[config.mk]
export PLATFORM = sky130hd
export DESIGN_NAME = ula_acc
export DESIGN_NICKNAME = d
export VERILOG_FILES = /design/src/rtl/ula_acc.sv
export SDC_FILE = /design/constraint.sdc
export NUM_CORES = 1
export LEC_CHECK = 0
export ABC_AREA = 0
export BUFFER_PORTS_ARGS = -buffer_cell sky130_fd_sc_hd__buf_2
export CORE_MARGIN = 3
export CORE_UTILIZATION = 30
export CTS_CLUSTER_SIZE = 25
export DETAILED_ROUTE_END_ITERATION = 7
export GPL_TIMING_DRIVEN = 1
export HOLD_SLACK_MARGIN = 0.1
export RECOVER_POWER = 100
export REMOVE_ABC_BUFFERS = 1
export SETUP_SLACK_MARGIN = 0.05
export SLEW_MARGIN = 10
export SYNTH_ARGS = -nofsm -noshare
export SYNTH_HDL_FRONTEND = slang
export SYNTH_SLANG_ARGS = --single-unit
[constraint.sdc]
create_clock -name clk -period 3.74 [get_ports clk]
set_input_delay 0 -clock clk [delete_from_list [all_inputs] [get_ports clk]]
set_output_delay 0 -clock clk [all_outputs]
set_load 0.03 [all_outputs]
[src/rtl/ula_acc.sv]
// Accumulator ALU with a valid/ready command port and a valid/ready response port.
// Each accepted command takes IDLE -> EXEC -> RESP and yields exactly one response.
module ula_acc #(
    parameter int N = 8
) (
    input  logic                clk,
    input  logic                reset_n,
    input  logic                in_valid,
    output logic                in_ready,
    input  logic [2:0]          op,
    input  logic signed [N-1:0] operand,
    output logic                out_valid,
    input  logic                out_ready,
    output logic signed [N-1:0] result,
    output logic                flag_o,
    output logic                flag_sticky,
    output logic [7:0]          ops_count
);

    typedef enum logic [1:0] {IDLE, EXEC, RESP} state_t;

    localparam logic [2:0] OP_AND  = 3'b000;
    localparam logic [2:0] OP_OR   = 3'b001;
    localparam logic [2:0] OP_ADD  = 3'b010;
    localparam logic [2:0] OP_SUB  = 3'b011;
    localparam logic [2:0] OP_LOAD = 3'b100;
    localparam logic [2:0] OP_CLRF = 3'b101;

    state_t              state_q, state_d;
    logic signed [N-1:0] acc_q, acc_d;
    logic                flag_q, flag_d;
    logic                sticky_q, sticky_d;
    logic [7:0]          cnt_q, cnt_d;
    logic [2:0]          op_q;
    logic signed [N-1:0] opd_q;
    logic                capture;
    logic signed [N-1:0] sum;
    logic signed [N-1:0] diff;

    function automatic logic add_ovf(input logic signed [N-1:0] a, input logic signed [N-1:0] b,
                                     input logic signed [N-1:0] s);
        return (a[N-1] == b[N-1]) && (s[N-1] != a[N-1]);
    endfunction

    function automatic logic sub_ovf(input logic signed [N-1:0] a, input logic signed [N-1:0] b,
                                     input logic signed [N-1:0] d);
        return (a[N-1] != b[N-1]) && (d[N-1] != a[N-1]);
    endfunction

    assign sum  = acc_q + opd_q;
    assign diff = acc_q - opd_q;

    always_comb begin
        state_d  = state_q;
        acc_d    = acc_q;
        flag_d   = flag_q;
        sticky_d = sticky_q;
        cnt_d    = cnt_q;
        capture  = 1'b0;
        case (state_q)
            IDLE: begin
                if (in_valid) begin
                    capture = 1'b1;
                    state_d = EXEC;
                end
            end
            EXEC: begin
                flag_d = 1'b0;
                case (op_q)
                    OP_AND:  acc_d = acc_q & opd_q;
                    OP_OR:   acc_d = acc_q | opd_q;
                    OP_ADD: begin
                        acc_d  = sum;
                        flag_d = add_ovf(acc_q, opd_q, sum);
                    end
                    OP_SUB: begin
                        acc_d  = diff;
                        flag_d = sub_ovf(acc_q, opd_q, diff);
                    end
                    OP_LOAD: acc_d = opd_q;
                    default: ;
                endcase
                // CLRF clears the sticky flag; every other command can only set it
                sticky_d = (op_q == OP_CLRF) ? 1'b0 : (sticky_q | flag_d);
                state_d  = RESP;
            end
            RESP: begin
                if (out_ready) begin
                    state_d = IDLE;
                    cnt_d   = cnt_q + 8'd1;
                end
            end
            default: state_d = IDLE;
        endcase
    end

    always_ff @(posedge clk or negedge reset_n) begin
        if (!reset_n) begin
            state_q  <= IDLE;
            acc_q    <= '0;
            flag_q   <= 1'b0;
            sticky_q <= 1'b0;
            cnt_q    <= 8'd0;
        end else begin
            state_q  <= state_d;
            acc_q    <= acc_d;
            flag_q   <= flag_d;
            sticky_q <= sticky_d;
            cnt_q    <= cnt_d;
        end
    end

    // Command holding registers are only read in EXEC, so they need no reset
    always_ff @(posedge clk) begin
        if (capture) begin
            op_q  <= op;
            opd_q <= operand;
        end
    end

    assign in_ready    = reset_n && (state_q == IDLE);
    assign out_valid   = (state_q == RESP);
    assign result      = acc_q;
    assign flag_o      = flag_q;
    assign flag_sticky = sticky_q;
    assign ops_count   = cnt_q;

endmodule

==> run summary, run 1 <==
CP top delay family -> compound AO/OA/AOI/OAI gates
Largest family of logic cells by synthesized area -> compound AO/OA/AOI/OAI gates
Post-CTS Repair Setup Buffers -> 0
Cell Rows -> 31
R2r startpoint -> op_q[2]
Syn avg cell area -> 9.38 um2
Crit path required time -> 3.97 ns
WHS Endpoint -> opd_q[5]
Max_cap viols -> 1
Die Y -> 93.0 um
Crit path DAT -> 2.78 ns
Pwr dens -> 738 nW/um2
Diodes inserted -> 0
Synth top area share -> 0.220
Post-Synth XOR/XNOR Area -> 0.0463
Die area -> 8650 um2
Min cycle time layout -> 2.55 ns
DR DRC count -> 0
Clk_skew -> 0.00975 ns
Fin crit share -> 0.682
Outcome -> complete, but fails checks
Hold/Removal Path Class -> input port to flip-flop
Grt ovf -> 0
Die extent in x -> 93.0 um
WL/cell -> 13.7 um
First-pass GRT wire length -> 9260 um
RSZ-0062 raised after global routing -> no
Headroom to the max-slew limit -> -0.151
Setup slack, reg-to-reg -> 1.19 ns
Slew Viols, Final -> 12
Hold buffers post-CTS -> 14
Clock tree buffer depth -> 2
Hold_sp -> operand[5]
Main synth FF type -> dfrtp_1
Reg2reg path depth -> 6
Footprint of the multi-input gates -> 1290 um2
Post-synth EDFFs -> 11
Top cells by area, synth -> dfrtp_1 (22%), edfxtp_1 (15%), ha_1 (14%)
Crit path kind -> flip-flop to flip-flop
TritonCTS sink count -> 31
# setup viols final -> 0
Seq. cell area -> 831 um2
Synth-to-Final Area Change -> 19.9%
Detailed Place HPWL -> 3820 um
Post-CTS resize count -> 0
DRT antenna net count -> 0
Design Power -> 2.01 mW
Top cells by count, synth -> ha_1 (25), nand2_1 (24), inv_1 (22), dfrtp_1 (20), o21ai_0 (19)
IO Port Bufs -> 34
Failing checks -> max-capacitance violations, max-slew violations
Initial Util -> 0.311
Asr flop ratio synth -> 0.645
Synthesized instance count -> 242
Maximum vdd drop -> 0.337 mV
Vias/cell -> 4.88
Top-level I/O count -> 35
Synth warn -> 0
Final core utilization -> 0.373
Most numerous cell in the Yosys netlist -> ha_1
Slew @ Worst Pin -> 1.72 ns
Num CTS Buffers -> 5
Total negative slack -> 0 ns
Fmax -> 0.392 GHz
Antenna violations before repair -> 0
TritonRoute pass-1 iters -> 4
Synth Area in Compound Gates -> 0.175
Clock Latency Late Sink -> 0.29 ns
H-tree depth -> 2
Post-synthesis simple-gate area fraction -> 0.152
Detailed Route WL -> 5330 um
Fraction of layout cells with a size suffix above 1 -> 0.103
FF+latch count, synth -> 31
Area of the mapped netlist -> 2270 um2
Cell Chain, Critical Path -> clkbuf_1 -> a21oi_1 -> nor2_1 -> nor4bb_1 -> mux2i_1 -> nand2_1
Post-Synth Adder-Cell Area -> 0.155
Gr usage total -> 0.133
RR Endpoint -> result[6]
Non-Filler Instances -> 389
Nets -> 331
Placer Congestion -> 0.837
Total number of vias -> 1900
Leakage power -> 1.17 nW
Post-synth top area cell -> dfrtp_1
Clock slew at reported path FFs -> 0.07 ns
Max incr delay on CP -> 0.82 ns
Initial drt markers -> 170
Clock root buffer -> clkbuf_8
Worst setup EP type -> flip-flop
Number of global-route vias before repair -> 1980
Synth unique cells -> 47
Fill count -> 794
Post-placement cell count -> 367
Max FO, Critical Path -> 21
CTS tree -> done
Sequential cell area fraction in the yosys report -> 0.366
Crit path buf inv count -> 1
Setup crit start kind -> flip-flop
CP max stage cell -> a21oi_1
Mux share of post-synthesis cell area -> 0.0413
Core area -> 7290 um2
Hold depth -> 2
Largest net degree at the start of global routing -> 27
Final Hold Vio Count -> 0
power breakdown:
part / switching, mW / internal (mW)
sequential: 0.134 / 0.468
clock: 0.129 / 0.148
combinational: 0.713 / 0.418
total: 0.976 / 1.03
cell families (layout without fill, tap and decap cells):
group	after synthesis	count (layout)
AO/OA/AOI/OAI	61	61
XOR/XNOR	12	12
adder cells (fa/ha/maj)	27	27
buffers and inverters	33	81
flip-flops	31	31
multiplexers	9	9
AND/OR/NAND/NOR	69	69
final cells by class:
| cell class | instances | share of cell area |
|---|---|---|
| multi-input cells | 178 | 0.474 |
| repair buffers | 51 | 0.111 |
| clock inverters | 1 | 0.00184 |
| well taps | 99 | 0.0455 |
| inverters | 22 | 0.0303 |
| flip-flops and latches | 31 | 0.305 |
| clock buffers | 7 | 0.0317 |
how the worst max path moves through the flow:
stage               from   endpoint  slack (ns)  depth (start not counted)
6_report         op_q[2]  result[6]        1.19                          6
5_1_grt          op_q[2]  result[6]        0.92                          6
4_1_cts        result[3]  result[7]        1.52                          7
3_5_place_dp    opd_q[0]  result[6]        1.55                          8
3_3_place_gp    opd_q[0]  result[6]        1.56                          8
2_1_floorplan  result[3]  result[7]        1.57                          7
registers in the layout, indices dropped and copies added, names as in the netlist:
name         count
flag_o           1
flag_sticky      1
op_q             3
opd_q            8
ops_count        8
result           8
state_q          2
layout by cell type, fill, tap and decap left out, drive strengths merged, types with 3 or more instances in the layout:
master,synthesis,final
ha,25,25
buf,8,15
nor3,6,6
nor3b,3,3
nor2,12,12
clkbuf,3,29
dlygate4sd3,0,14
o22ai,6,6
o41ai,3,3
nor2b,6,6
dfrtp,20,20
mux2i,6,6
mux2,3,3
inv,22,22
a211oi,3,3
nand3,6,6
o21ai,20,20
a21oi,15,15
o21bai,3,3
nand2,24,24
xnor2,10,10
edfxtp,11,11
nand2b,3,3
routing by layer:
metal  vias up  GRT usage  wire, um
met5         -          0         0
met2        44      0.232      2680
met4         0     0.0452        55
met3         6     0.0249       215
li1        936          -         -
met1       914      0.164      2380
worst register-to-register path, cell delays in order (launching register included):
cell and delay (ns):
edfxtp_1 0.69, clkbuf_1 0.31, a21oi_1 0.82, nor2_1 0.17
nor4bb_1 0.32, mux2i_1 0.11, nand2_1 0.07
metrics by stage:
stage | setup WS (ns) | hold slack (ns) | instance area (um2)
floorplan | 1.57 | -0.296 | 2210
global placement | 1.56 | 0.0119 | 2530
detailed placement | 1.55 | 0.00497 | 2530
CTS | 1.52 | 0.231 | 2760
global route | 0.922 | 0.424 | 2720
finish | 1.19 | 0.418 | 2720
No activity file was read; power rests on OpenSTA's default activity.
==> inputs of run 2 (changes only) <==
clock period = 2.1 ns   (was 3.74 ns; I/O delays follow)
==> run 2 against run 1 <==
The flow now finishes without violations; sequential share of layout area shrank 2.7 points; utilization grew 3.7 points; cell area rose by 9.8%; via count grew 4.6%; clock skew shrank 0.0018 ns; first-iteration DRC count is 57% lower; total power is 99% higher; clock power increased by 68%; critical path depth grew 3; fmax grew 25%; register-to-register slack got worse by 1.1 ns; flip-flop and latch count did not move; critical endpoint unchanged.
==> run summary, run 2 (synthesis gave the netlist of run 1 again) <==
Outcome -> completed (was complete, but fails checks)
Clock Latency Late Sink -> 0.29 ns (about the same)
Min cycle time layout -> 2.04 ns (was 2.55 ns)
First-pass GRT wire length -> 9490 um (was 9260 um)
Top-level I/O count -> 35 (unchanged)
Fmax -> 0.490 GHz (was 0.392 GHz)
Clock tree buffer depth -> 2 (unchanged)
H-tree depth -> 2 (unchanged)
Clk_skew -> 0.00792 ns (was 0.00975 ns)
Slew Viols, Final -> 0 (was 12)
Final core utilization -> 0.410 (was 0.373)
Cell Rows -> 31 (unchanged)
Comb pwr share -> 0.625 (was 0.563)
DR DRC count -> 0 (unchanged)
Sequential share of power -> 0.259 (was 0.299)
Critical Path Start -> result[0] (was op_q[2])
WL/cell -> 13.9 um (was 13.7 um)
RSZ-0062 raised after global routing -> yes (was no)
CTS tree -> done (unchanged)
IO Port Bufs -> 34 (unchanged)
Critical Path End -> result[6] (unchanged)
Detailed Route WL -> 5700 um (was 5330 um)
Pwr dens -> 1340 nW/um2 (was 738 nW/um2)
Most common cell after layout, fill and taps aside -> nand2_1 (was ha_1)
Headroom to the max-slew limit -> 0.643 (was -0.151)
RR Endpoint -> result[6] (unchanged)
Die extent in x -> 93.0 um (unchanged)
Slew @ Worst Pin -> 0.535 ns (was 1.72 ns)
Fraction of layout cells with a size suffix above 1 -> 0.224 (was 0.103)
Synth-to-Final Area Change -> 31.7% (was 19.9%)
Nets -> 353 (was 331)
TritonCTS sink count -> 31 (unchanged)
Die Y -> 93.0 um (unchanged)
Core area -> 7290 um2 (unchanged)
Setup slack, reg-to-reg -> 0.06 ns (was 1.19 ns)
Placer Congestion -> 0.850 (was 0.837)
Initial Util -> 0.311 (unchanged)
Diodes inserted -> 0 (unchanged)
Crit path DAT -> 2.22 ns (was 2.78 ns)
Max_cap viols -> 0 (was 1)
Clock slew at reported path FFs -> 0.08 ns (was 0.07 ns)
Initial drt markers -> 73 (was 170)
Leakage power -> 1.27 nW (was 1.17 nW)
Total number of vias -> 1988 (was 1900)
Fin crit share -> 0.972 (was 0.682)
Die area -> 8650 um2 (unchanged)
NetSw -> 1.91 mW (was 0.976 mW)
Clock power share -> 0.116 (was 0.138)
Number of global-route vias before repair -> 2006 (was 1980)
DRT antenna net count -> 0 (unchanged)
Crit path kind -> flip-flop to flip-flop (unchanged)
TritonRoute pass-1 iters -> 4 (unchanged)
Num CTS Buffers -> 5 (unchanged)
Max FO, Critical Path -> 3 (was 21)
Largest net degree at the start of global routing -> 22 (was 27)
Gr usage total -> 0.134 (was 0.133)
# setup viols final -> 0 (unchanged)
Final Hold Vio Count -> 0 (unchanged)
Design Power -> 4.00 mW (was 2.01 mW)
R2r startpoint -> result[0] (was op_q[2])
Reg2reg path depth -> 9 (was 6)
Vias/cell -> 4.84 (was 4.88)
Sw Ratio -> 0.477 (was 0.486)
Clock root buffer -> clkbuf_8 (unchanged)
Hold/Removal Path Class -> input port to async pin (was input port to flip-flop)
Maximum vdd drop -> 0.613 mV (was 0.337 mV)
Internal power component -> 2.09 mW (was 1.03 mW)
Detailed Place HPWL -> 4100 um (was 3820 um)
Commonest cells after routing, fill and taps aside -> nand2_1 (24), buf_4 (23), clkbuf_1 (22), ha_1 (20), dfrtp_1 (20) (was ha_1 (25), nand2_1 (24), clkbuf_1 (23), inv_1 (22))
Setup crit start kind -> flip-flop (unchanged)
Crit path required time -> 2.28 ns (was 3.97 ns)
Grt ovf -> 0 (unchanged)
Worst setup EP type -> flip-flop (unchanged)
Antenna violations before repair -> 0 (unchanged)
-- run 2: power by group through the flow --
| stage | combinational (mW) | clock, mW | sequential [mW] |
|---|---|---|---|
| after floorplan | 1.24 | 0 | 1.31 |
| after global placement | 2.24 | 0 | 1.04 |
| after detailed placement | 2.26 | 0 | 1.05 |
| after CTS | 2.33 | 0.474 | 1.03 |
| after global routing | 2.74 | 0.497 | 1.07 |
| final | 2.50 | 0.464 | 1.04 |
-- run 2: worst max-delay path: stages (launching register included) --
cell and delay (ns):
dfrtp_1 0.38, inv_1 0.09, ha_1 0.24, fa_1 0.39, nor2_1 0.10, nor2_1 0.07
o41ai_1 0.28, a21oi_1 0.15, mux2i_1 0.16, nand2_1 0.07
-- run 2: repair_timing --
item | in CTS | in global routing
hold endpoints to repair | 35 | 0
hold buffers | 14 | 0
pin swaps | 1 | 5
endpoints found under the setup margin | 4 | 8
resized for setup | 2 | 23
setup buffers | 3 | 1
-- run 2: how the worst min path moves through the flow --
| stage | depth (start not counted) | slack, ns | end | startpoint |
|---|---|---|---|---|
| final | 2 | 0.21 | result[7] | reset_n |
| after global routing | 2 | 0.26 | result[7] | reset_n |
| after CTS | 2 | 0.23 | result[7] | reset_n |
| after detailed placement | 1 | 0.006 | ops_count[1] | reset_n |
| after global placement | 1 | 0.009 | state_q[0] | reset_n |
| after floorplan | 0 | -0.30 | flag_o | reset_n |
-- run 2: layout make-up --
class	count	area (um2)
fill	766	4300
multi-input combinational	178	1400
sequential	31	831
timing repair buffer	73	465
tap	99	124
inverter	22	82.6
clock buffer	5	68.8
clock inverter	3	15.0
-- run 2: routing by layer --
metal	part of all wire	routed length (um)	track usage	vias to the layer above
met2	0.50	2830	0.233	39
met4	0.013	74	0.0452	0
met3	0.035	197	0.0225	8
li1	-	-	-	989
met5	0	0	0	-
met1	0.46	2600	0.169	952
-- run 2: per-stage QoR --
step	hold WS [ns]	cell area (um2)	TNS [ns]	instances	setup WS, ns
floorplan	-0.296	2210	-0.144	231	-0.0675
global placement	0.00915	2670	-0.0328	385	-0.0328
detailed placement	0.00599	2670	-0.0949	385	-0.0949
CTS	0.230	2920	0	410	0.0594
global route	0.264	2990	0	411	0.00128
finish	0.208	2990	0	411	0.0585
==> inputs of run 3 (changes only) <==
CTS_BUF_LIST = sky130_fd_sc_hd__clkbuf_16   (was not set)
RECOVER_POWER = 25   (was 100)
==> run 3 against run 2 <==
First-iteration DRC count increased by 30%; register-to-register slack gained 0.02 ns; utilization grew 1.6 points; combinational power is 4% higher; clock skew decreased by 0.0056 ns; clock-buffer cell count did not move; fmax grew 1.0%; sequential power about the same; critical path depth is the same; total power up 8.1%; final cell count unchanged; setup slack improved by 0.021 ns; critical path type unchanged; highest routed layer unchanged.
==> run summary, run 3 (synthesis gave the netlist of run 1 again) <==
Grt ovf -> 0 (unchanged)
DR DRC count -> 0 (unchanged)
Gr usage total -> 0.134 (about the same)
Sequential share of power -> 0.240 (was 0.259)
Antenna violations before repair -> 0 (unchanged)
Fin crit share -> 0.962 (was 0.972)
NetSw -> 1.95 mW (was 1.91 mW)
Fill count -> 754 (was 766)
Diodes inserted -> 0 (unchanged)
Crit path buf inv count -> 1 (unchanged)
First-pass GRT wire length -> 9430 um (was 9490 um)
Most common cell after layout, fill and taps aside -> buf_2 (was nand2_1)
Min cycle time layout -> 2.02 ns (was 2.04 ns)
Commonest cells after routing, fill and taps aside -> buf_2 (34), buf_4 (25), nand2_1 (24), dfrtp_1 (20) (was nand2_1 (24), buf_4 (23), clkbuf_1 (22), ha_1 (20), dfrtp_1 (20))
Num CTS Buffers -> 5 (unchanged)
DRT antenna net count -> 0 (unchanged)
Max incr delay on CP -> 0.39 ns (about the same)
Design Power -> 4.33 mW (was 4.00 mW)
Crit path required time -> 2.26 ns (was 2.28 ns)
Headroom to the max-slew limit -> 0.660 (was 0.643)
Vias/cell -> 4.80 (was 4.84)
Maximum vdd drop -> 0.683 mV (was 0.613 mV)
Initial drt markers -> 95 (was 73)
Setup crit start kind -> flip-flop (unchanged)
Crit path kind -> flip-flop to flip-flop (unchanged)
TritonRoute pass-1 iters -> 4 (unchanged)
Final Hold Vio Count -> 0 (unchanged)
Clock slew at reported path FFs -> 0.05 ns (was 0.08 ns)
Outcome -> completed (unchanged)
Cell Chain, Critical Path -> inv_2 -> ha_2 -> fa_2 -> nor2_1 -> nor2_2 -> o41ai_2 -> a21oi_1 -> mux2i_1 -> nand2_1 (was inv_1 -> ha_1 -> fa_1 -> nor2_1 -> nor2_1 -> o41ai_1 -> a21oi_1 -> mux2i_1 -> nand2_1)
Detailed Route WL -> 5740 um (was 5700 um)
Nets -> 353 (unchanged)
Crit path DAT -> 2.18 ns (was 2.22 ns)
Slew @ Worst Pin -> 0.511 ns (was 0.535 ns)
Placer Congestion -> 0.850 (unchanged)
Clock power share -> 0.159 (was 0.116)
Hold/Removal Path Class -> input port to async pin (unchanged)
CP top delay family -> adder cells (unchanged)
Post-placement cell count -> 385 (unchanged)
Total number of vias -> 1973 (was 1988)
Worst setup EP type -> flip-flop (unchanged)
Largest net degree at the start of global routing -> 22 (unchanged)
Pwr dens -> 1390 nW/um2 (was 1340 nW/um2)
TritonCTS sink count -> 31 (unchanged)
Comb pwr share -> 0.601 (was 0.625)
Clk_skew -> 0.00233 ns (was 0.00792 ns)
Fraction of layout cells with a size suffix above 1 -> 0.321 (was 0.224)
Clock Latency Late Sink -> 0.27 ns (was 0.29 ns)
Number of global-route vias before repair -> 1990 (was 2006)
Top-level I/O count -> 35 (unchanged)
Die Y -> 93.0 um (unchanged)
Max_cap viols -> 0 (unchanged)
Fmax -> 0.495 GHz (was 0.490 GHz)
Die area -> 8650 um2 (unchanged)
Cell Rows -> 31 (unchanged)
Max FO, Critical Path -> 3 (unchanged)
Initial Util -> 0.311 (unchanged)
H-tree depth -> 2 (unchanged)
Leakage power -> 1.37 nW (was 1.27 nW)
CTS tree -> done (unchanged)
WL/cell -> 14.0 um (was 13.9 um)
Synth-to-Final Area Change -> 36.7% (was 31.7%)
Slew Viols, Final -> 0 (unchanged)
Sw Ratio -> 0.451 (was 0.477)
# setup viols final -> 0 (unchanged)
Die extent in x -> 93.0 um (unchanged)
Non-Filler Instances -> 411 (unchanged)
Clock root buffer -> clkbuf_16 (was clkbuf_8)
Detailed Place HPWL -> 4100 um (unchanged)
CP max stage cell -> dfrtp_1 (was fa_1)
Core area -> 7290 um2 (unchanged)
Clock tree buffer depth -> 2 (unchanged)
RSZ-0062 raised after global routing -> yes (unchanged)
Internal power component -> 2.38 mW (was 2.09 mW)
IO Port Bufs -> 34 (unchanged)
run 3: timing repair:
item | in CTS | in global routing
setup endpoints to repair | 4 | 7
pin swaps | 1 | 8
buffers inserted | 3 | 1
endpoints found under the hold margin | 35 | 0
resized for setup | 2 | 28
hold buffers | 14 | 0
run 3: per-stage QoR:
stage / worst slack [ns] / area [um2] / util / hold slack [ns] / setup TNS (ns)
CTS: 0.0587 / 2970 / 0.408 / 0.248 / 0
floorplan: -0.0675 / 2210 / - / -0.296 / -0.144
finish: 0.0791 / 3110 / 0.426 / 0.226 / 0
global route: -0.00688 / 3110 / 0.426 / 0.281 / -0.00688
global placement: -0.0328 / 2670 / 0.365 / 0.00915 / -0.0328
detailed placement: -0.0949 / 2670 / 0.365 / 0.00599 / -0.0949
run 3: worst paths after layout:
path                         startpoint  cells after the start  slack, ns      endpoint
min in group clk                  op[0]                      2       0.43       op_q[0]
hold / removal                  reset_n                      2       0.23     result[7]
max in group asynchronous       reset_n                      2       1.53     result[5]
hold reg to reg            ops_count[7]                      1       0.47  ops_count[7]
setup / recovery              result[0]                      9       0.08     result[6]
setup reg to reg              result[0]                      9       0.08     result[6]
run 3: layout make-up:
type,count,area (um2),share of cell area
Clock buffer,5,125,0.0403
Clock inverter,3,15.0,0.00483
Inverter,22,82.6,0.0266
Multi-Input combinational cell,178,1430,0.461
Sequential cell,31,831,0.268
Tap cell,99,124,0.0399
Timing Repair Buffer,73,498,0.160
run 3: routing by layer:
metal,routed length (um),part of all wire,track usage,up-vias
met4,77,0.013,0.0488,0
met3,232,0.040,0.0249,6
met5,0,0,0,-
met1,2600,0.45,0.168,928
li1,-,-,-,988
met2,2840,0.49,0.230,51
run 3: power by group through the flow:
stage | Combinational (mW) | Clock [mW] | Sequential [mW]
final | 2.60 | 0.690 | 1.04
after floorplan | 1.24 | 0 | 1.31
after detailed placement | 2.26 | 0 | 1.05
after CTS | 2.33 | 0.708 | 1.03
after global routing | 2.84 | 0.729 | 1.07
after global placement | 2.24 | 0 | 1.04
